$ cat src/rtl/cmd_aggregator.sv
// cmd_aggregator: assembles three UART bytes into a 24-bit command word held
// until the dispatcher clears it, and queues response bytes in a small FIFO
// that feeds the UART transmitter one byte per frame.
// Optional feature macro: CMD_TIMEOUT_EN enables an inter-byte timeout that
// discards a partial command after TIMEOUT_CYCLES idle cycles.
module cmd_aggregator #(
    parameter int unsigned FIFO_DEPTH     = 4,
    parameter int unsigned TIMEOUT_CYCLES = 1000000
) (
    input  logic        clk,
    input  logic        rst_n,
    input  logic [7:0]  rx_data,
    input  logic        rx_rdy,
    output logic        clr_rx_rdy,
    output logic [23:0] cmd,
    output logic        cmd_rdy,
    input  logic        clr_cmd_rdy,
    input  logic [7:0]  resp_data,
    input  logic        send_resp,
    output logic        resp_full,
    output logic        resp_ovf,
    output logic [7:0]  tx_data,
    output logic        trmt,
    input  logic        tx_done
);

    localparam int unsigned AW = (FIFO_DEPTH > 1) ? $clog2(FIFO_DEPTH) : 1;
    localparam int unsigned CW = AW + 1;

    typedef enum logic [1:0] {
        RX_B0   = 2'd0,
        RX_B1   = 2'd1,
        RX_B2   = 2'd2,
        RX_HOLD = 2'd3
    } rx_state_t;

    typedef enum logic {
        TX_IDLE = 1'b0,
        TX_BUSY = 1'b1
    } tx_state_t;

    rx_state_t rx_state_q, rx_state_d;
    logic [23:0] cmd_q, cmd_d;
    logic        cmd_rdy_q, cmd_rdy_d;
    logic        accept;
    logic        to_expired;

    tx_state_t tx_state_q, tx_state_d;
    logic [7:0]    mem_q [FIFO_DEPTH];
    logic [7:0]    mem_d [FIFO_DEPTH];
    logic [AW-1:0] wr_ptr_q, wr_ptr_d;
    logic [AW-1:0] rd_ptr_q, rd_ptr_d;
    logic [CW-1:0] count_q, count_d;
    logic          ovf_q, ovf_d;
    logic          fifo_empty;
    logic          fifo_full;
    logic          push;
    logic          pop;

`ifdef CMD_TIMEOUT_EN
    localparam int unsigned TW = (TIMEOUT_CYCLES > 1) ? $clog2(TIMEOUT_CYCLES) : 1;

    logic [TW-1:0] to_cnt_q, to_cnt_d;
    logic          mid_cmd;

    assign mid_cmd    = (rx_state_q == RX_B1) || (rx_state_q == RX_B2);
    assign to_expired = mid_cmd && (to_cnt_q == TW'(TIMEOUT_CYCLES - 1));

    // Inter-byte counter: runs only mid-command, restarts on every accepted byte.
    always_comb begin
        to_cnt_d = '0;
        if (mid_cmd && !accept && !to_expired) begin
            to_cnt_d = to_cnt_q + TW'(1);
        end
    end

    // Timeout counter register.
    always_ff @(posedge clk or negedge rst_n) begin
        if (!rst_n) begin
            to_cnt_q <= '0;
        end else begin
            to_cnt_q <= to_cnt_d;
        end
    end
`else
    assign to_expired = 1'b0;
`endif

    assign accept     = rx_rdy && (rx_state_q != RX_HOLD);
    assign clr_rx_rdy = accept;
    assign cmd        = cmd_q;
    assign cmd_rdy    = cmd_rdy_q;

    // Receive FSM next state: byte capture into cmd, hold until the dispatcher clears.
    // An accepted byte takes priority over a timeout expiring in the same cycle.
    always_comb begin
        rx_state_d = rx_state_q;
        cmd_d      = cmd_q;
        cmd_rdy_d  = cmd_rdy_q;
        case (rx_state_q)
            RX_B0: begin
                if (accept) begin
                    cmd_d      = {rx_data, cmd_q[15:0]};
                    rx_state_d = RX_B1;
                end
            end
            RX_B1: begin
                if (accept) begin
                    cmd_d      = {cmd_q[23:16], rx_data, cmd_q[7:0]};
                    rx_state_d = RX_B2;
                end else if (to_expired) begin
                    rx_state_d = RX_B0;
                end
            end
            RX_B2: begin
                if (accept) begin
                    cmd_d      = {cmd_q[23:8], rx_data};
                    rx_state_d = RX_HOLD;
                    cmd_rdy_d  = 1'b1;
                end else if (to_expired) begin
                    rx_state_d = RX_B0;
                end
            end
            RX_HOLD: begin
                if (clr_cmd_rdy) begin
                    rx_state_d = RX_B0;
                    cmd_rdy_d  = 1'b0;
                end
            end
            default: begin
                rx_state_d = RX_B0;
                cmd_rdy_d  = 1'b0;
            end
        endcase
    end

    // Receive FSM and command registers.
    always_ff @(posedge clk or negedge rst_n) begin
        if (!rst_n) begin
            rx_state_q <= RX_B0;
            cmd_q      <= '0;
            cmd_rdy_q  <= 1'b0;
        end else begin
            rx_state_q <= rx_state_d;
            cmd_q      <= cmd_d;
            cmd_rdy_q  <= cmd_rdy_d;
        end
    end

    assign fifo_empty = (count_q == '0);
    assign fifo_full  = (count_q == CW'(FIFO_DEPTH));
    assign pop        = (tx_state_q == TX_IDLE) && !fifo_empty;
    // A full FIFO still accepts a byte when the head leaves in the same cycle.
    assign push       = send_resp && (!fifo_full || pop);

    assign resp_full  = fifo_full;
    assign resp_ovf   = ovf_q;
    assign trmt       = pop;
    assign tx_data    = fifo_empty ? 8'h00 : mem_q[rd_ptr_q];

    // Response FIFO and transmit FSM next state.
    always_comb begin
        mem_d      = mem_q;
        wr_ptr_d   = wr_ptr_q;
        rd_ptr_d   = rd_ptr_q;
        count_d    = count_q;
        ovf_d      = ovf_q;
        tx_state_d = tx_state_q;

        if (push) begin
            mem_d[wr_ptr_q] = resp_data;
            wr_ptr_d        = wr_ptr_q + AW'(1);
        end
        if (pop) begin
            rd_ptr_d = rd_ptr_q + AW'(1);
        end
        if (push && !pop) begin
            count_d = count_q + CW'(1);
        end else if (pop && !push) begin
            count_d = count_q - CW'(1);
        end
        if (send_resp && !push) begin
            ovf_d = 1'b1;
        end

        case (tx_state_q)
            TX_IDLE: if (pop)     tx_state_d = TX_BUSY;
            TX_BUSY: if (tx_done) tx_state_d = TX_IDLE;
            default:              tx_state_d = TX_IDLE;
        endcase
    end

    // Response FIFO storage, pointers, overflow flag and transmit FSM.
    always_ff @(posedge clk or negedge rst_n) begin
        if (!rst_n) begin
            for (int unsigned i = 0; i < FIFO_DEPTH; i++) begin
                mem_q[i] <= '0;
            end
            wr_ptr_q   <= '0;
            rd_ptr_q   <= '0;
            count_q    <= '0;
            ovf_q      <= 1'b0;
            tx_state_q <= TX_IDLE;
        end else begin
            mem_q      <= mem_d;
            wr_ptr_q   <= wr_ptr_d;
            rd_ptr_q   <= rd_ptr_d;
            count_q    <= count_d;
            ovf_q      <= ovf_d;
            tx_state_q <= tx_state_d;
        end
    end

endmodule

$ cat config.mk
export PLATFORM = sky130hd
export DESIGN_NAME = cmd_aggregator
export DESIGN_NICKNAME = d
export VERILOG_FILES = /design/src/rtl/cmd_aggregator.sv
export SDC_FILE = /design/constraint.sdc
export NUM_CORES = 1
export LEC_CHECK = 0
export CORE_ASPECT_RATIO = 0.75
export CORE_MARGIN = 2
export CORE_UTILIZATION = 25
export CTS_CLUSTER_DIAMETER = 40
export DETAILED_ROUTE_END_ITERATION = 10
export GPL_ROUTABILITY_DRIVEN = 0
export PLACE_DENSITY = 0.46
export SLEW_MARGIN = 20
export SYNTH_ARGS = -nofsm -noshare
export SYNTH_HDL_FRONTEND = slang
export SYNTH_SLANG_ARGS = --single-unit
$ cat constraint.sdc
create_clock -name clk -period 2.35 [get_ports clk]
set_input_delay 0.47 -clock clk [delete_from_list [all_inputs] [get_ports clk]]
set_output_delay 0.47 -clock clk [all_outputs]
set_load 0.1 [all_outputs]
# Word level (Yosys, flattened, before mapping)
# Cells that the tools add are included.
# op_classes
addsub	4
magnitude_cmp	3
eq_ne	9
mux	24
n_bitwise	6
n_reduce_logical	21
# ops
cell	count
24-bit one-hot mux with 3 select lines	1
8-bit two-way mux	5
32-bit bitwise mux	1
24-bit two-way mux	1
8-bit binary-select mux with 2-bit select	1
8-bit demux with 2-bit select	1
16-bit two-way mux	1
4-bit AND reduction	4
2-bit != test (second input constant)	5
2-bit two-way mux	4
2-bit one-hot mux with 4 select lines	1
1-bit logical AND	7
3-bit >= comparator (second input constant)	2
3-bit two-way mux	2
2-bit NOT with 3-bit output	2
2-bit by 1-bit adder with 2-bit output (second input constant)	2
2-bit == test (second input constant)	2
1-bit logical NOT	4
1-bit two-way mux	4
1-bit NOT	4
1-bit one-hot mux with 2 select lines	2
2-bit nonzero test	2
3-bit by 1-bit adder with 3-bit output (second input constant)	1
3-bit == test (second input constant)	1
7 further kinds	7
# word_totals
ff_bits	68
in_bits	22
out_inout_bits	37
elab_cells	81

# Depth between registers and ports, before layout
# depth
ltp_word	9
mapped_depth	9
ltp_nobuf	9

# Worst setup path after synthesis
# No wires, ideal clock.
# synth_path
path_kind	flip-flop to output port
from	register count_q[0]
to	output resp_full
arrival_ps	2715
required_ps	1880
slack_ps	-835
path_stages_with_launch	2
n_path_buf	0
path_cell_list	dfrtp_1 -> nor3b_1
# synth_between
elab_chain_len	1
# synth_lines
item	line	text
start: declaration	53	logic [CW-1:0] count_q, count_d;
start signal: assignment	208	count_q <= count_d;
3-bit == test	151	assign fifo_full = (count_q == CW'(FIFO_DEPTH));
end: declaration	20	output logic resp_full,
# No other way between the ends.

# Worst setup path after layout
# layout_path
from	register rd_ptr_q[0]
to	output tx_data[5]
# layout_between
elab_chain_len	5
# layout_lines
item	line	text
start: declaration	52	logic [AW-1:0] rd_ptr_q, rd_ptr_d;
start signal: assignment	207	rd_ptr_q <= rd_ptr_d;
2-bit NOT with 3-bit output (implied by the code)	159	assign tx_data = fifo_empty ? 8'h00 : mem_q[rd_ptr_q];
8-bit binary-select mux with 2-bit select	159	
8-bit two-way mux (implied by the code) (2 in a row)	159	
8-bit two-way mux	159	
end: declaration	22	output logic [7:0] tx_data,
# No other way between the ends. The select of a mux whose other input is x is not followed.

==> summary.txt <==
Setup path
  • Arrival time worst endpoint: 1750 ps
  • Startpoint kind of the worst setup timing path: flip-flop
  • Crit Path Class: flip-flop to primary output
  • Required arrival time at the worst endpoint: 1880 ps
  • Cell family with most CP delay: multiplexers
  • Master of the slowest instance on the critical path: sky130_fd_sc_hd__mux4_2
  • Critical path cell sequence: buf_4 -> mux4_2 -> nor2b_2 -> buf_12
  • Critical path capture point type: primary output
  • CP peak stage delay: 520 ps
  • Critical-path maximum fanout: 10
  • Sum of buffers and inverters on the critical path: 2
  • R2R setup slack: 310 ps

Timing
  • Number of setup violations in the final report: 0
  • Relative slew slack: 0.654
  • Unrepaired setup endpoints after global routing: false
  • Highest clock rate: 451 MHz
  • Final number of hold-violating endpoints: 0
  • Clock skew after layout: 7.63 ps
  • Worst hold slack: 103 ps
  • Max-slew violation count: 0
  • Slew at the pin closest to its max-slew limit: 519 ps
  • Final setup TNS: 0 ps
  • Final clock period utilization by the worst path: 0.943
  • Shortest clock period the worst path allows after layout: 2220 ps

Final layout
  • End-of-flow core utilization: 0.359
  • Post-route design area: 0.00446 mm^2
  • Final nets: 329
  • Highest-count cells in the layout ignoring fill and taps: 68 x sky130_fd_sc_hd__dfrtp_1, 43 x sky130_fd_sc_hd__buf_4, 32 x sky130_fd_sc_hd__mux2_4
  • Layout cell share with drive strength beyond 1: 0.488
  • Leading cell type in the layout, fill and taps excluded: sky130_fd_sc_hd__dfrtp_1
  • Diode count: 0
  • Synth-to-Final Area Change: 38.1%

Clock network
  • Post-CTS setup buffer count: 0
  • Clock latency of the later-clocked register in the worst-skew pair: 330 ps
  • TritonCTS clock tree: yes
  • CTS Root Cell: sky130_fd_sc_hd__clkbuf_16
  • Longest Clk Path Bufs: 2
  • Quantity of hold-fixing buffers added after cts: 0
  • # resized after CTS: 0
  • CTS Sinks: 68
  • Cts bufs inserted: 9
  • Clock-pin slew of the registers on the worst-case setup and hold paths: 60 ps
  • Depth of the CTS H-tree: 3

GRT
  • Global routing usage summed across all routing layers: 0.111
  • Met3 Use GR: 0.0422
  • Maximum number of pins on one net before global-route repair: 22
  • Most crowded layer after global routing: met1
  • Met1 routing resource usage after global routing: 0.157
  • Residual overflow from global routing: 0
  • Antenna violations before repair: 0
  • Vias in the first global route: 2010
  • Met2 usage: 0.152
  • Wire length of the first global-routing pass: 11200 um

Placement
  • Instance area after placement: 0.00416 mm^2
  • Detailed placer's ending HPWL: 4940 um
  • Number of input and output port buffers inserted: 58

Detailed routing
  • Detailed-routing iteration count for the pre-antenna-repair pass: 4
  • DRC violations left: 0
  • Total Wirelength: 6980 um
  • Vias per cell: 4.18
  • Final ANT Viol Nets: 0
  • Routed via count: 1953
  • Mean routed wirelength per cell: 14.9 um
  • DRT iter0 DRCs: 63

Synthesis
  • Number of flops mapped to enable cells by yosys: 0
  • Library cell occupying the most area in the post-synthesis netlist: sky130_fd_sc_hd__dfrtp_1
  • Synth Area in Compound Gates: 0.0248
  • Cell types with the largest area share after synthesis: sky130_fd_sc_hd__dfrtp_1 53%, sky130_fd_sc_hd__mux2_4 15%, sky130_fd_sc_hd__mux2_2 6.6%, sky130_fd_sc_hd__mux4_2 5.6%, sky130_fd_sc_hd__ha_1 3.9%
  • Cells after Synth: 219
  • Fraction of the mapped netlist area in simple logic gates: 0.0833
  • Xor and xnor area share after synthesis: 0.0163
  • Average cell area after synthesis: 14.7 um^2
  • Syn_nets: 252
  • Post-Synth Adder-Cell Area: 0.0449
  • Proportion of synthesized chip area in sequential cells: 0.527
  • Number of different library cells in the post-synthesis netlist: 30
  • Share of flip-flops with an asynchronous set or reset after synthesis: 1.00
  • Commonest register cell after synthesis: sky130_fd_sc_hd__dfrtp_1
  • Synthesized cell area: 0.00323 mm^2
  • Yosys warnings: 0
  • Synth top area share: 0.527
  • Largest family of logic cells by synthesized area: multiplexers
  • #FFs+latches synth: 68
  • Multiplexer area fraction after synthesis: 0.274

Job
  • Count of max-cap constraint violations: 0

Die
  • Site Rows: 35
  • Die width: 135 um
  • Effective utilization at floorplan: 0.260
  • Core footprint: 0.0124 mm^2
  • Num ports: 59
  • Height of the die: 102 um
  • Die Area: 0.0139 mm^2

Run status
  • Run status: complete, no violations

Worst hold path
  • Worst min-delay path category: primary input to async pin
## state kept, by name (all words and copies together) (netlist names)
name and cells:
resp_ovf 1, rx_state_q 2, rd_ptr_q 2, tx_state_q 1, cmd 24, wr_ptr_q 2
cmd_rdy 1, mem_q 32, count_q 3
## cell usage after synthesis, types with 2 or more instances
library cell,n
sky130_fd_sc_hd__mux2_4,32
sky130_fd_sc_hd__buf_2,2
sky130_fd_sc_hd__mux4_2,8
sky130_fd_sc_hd__and3_1,4
sky130_fd_sc_hd__nor3b_1,2
sky130_fd_sc_hd__buf_6,4
sky130_fd_sc_hd__clkbuf_1,3
sky130_fd_sc_hd__ha_1,10
sky130_fd_sc_hd__mux2_2,19
sky130_fd_sc_hd__dfrtp_1,68
sky130_fd_sc_hd__nand2_1,18
sky130_fd_sc_hd__nor3b_4,2
sky130_fd_sc_hd__nor2_1,4
sky130_fd_sc_hd__nor2b_1,9
sky130_fd_sc_hd__xor2_1,4
sky130_fd_sc_hd__xnor2_1,2
sky130_fd_sc_hd__inv_1,8
sky130_fd_sc_hd__o21ai_0,8
## through the flow
step	cells	setup WS, ps
floorplan	219	138
global placement	451	144
detailed placement	451	105
CTS	467	77.0
global route	467	23.6
finish	467	133
## cells by family after synthesis
logic type               Yosys count
buffers and inverters             17
flip-flops                        68
XOR/XNOR                           6
adder cells (fa/ha/maj)           11
multiplexers                      60
AND/OR/NAND/NOR                   44
AO/OA/AOI/OAI                     13
## path summary, 6_finish.rpt
path                                          from                      end  depth (start not counted)
max                        rd_ptr_q[0]$_DFFE_PN0P_               tx_data[5]                          4
min                                          rst_n    mem_q[27]$_DFFE_PN0P_                          1
max reg2reg                 count_q[1]$_DFFE_PN0P_   count_q[1]$_DFFE_PN0P_                          7
min reg2reg                   resp_ovf$_DFFE_PN0P_     resp_ovf$_DFFE_PN0P_                          1
max in group asynchronous                    rst_n  rd_ptr_q[1]$_DFFE_PN0P_                          2
min in group clk              resp_ovf$_DFFE_PN0P_     resp_ovf$_DFFE_PN0P_                          1
## routing by layer
layer  part of all wire  vias to the layer above
li1                   -                      915
met1               0.52                      994
met2               0.42                       38
met3              0.052                        6
met4              0.012                        0
met5                  0                        -
## area by class of cell
cell class	instances	area, um^2
Clock buffer	10	239
Multi-Input combinational cell	134	1470
Tap cell	166	208
Sequential cell	68	1700
Timing Repair Buffer	75	748
Fill cell	1227	7980
Inverter	8	30.0
Clock inverter	6	63.8
Power is left out: the tool's default activity adds up to more than one toggle a clock period on the data nets, which glitch-free logic cannot reach.
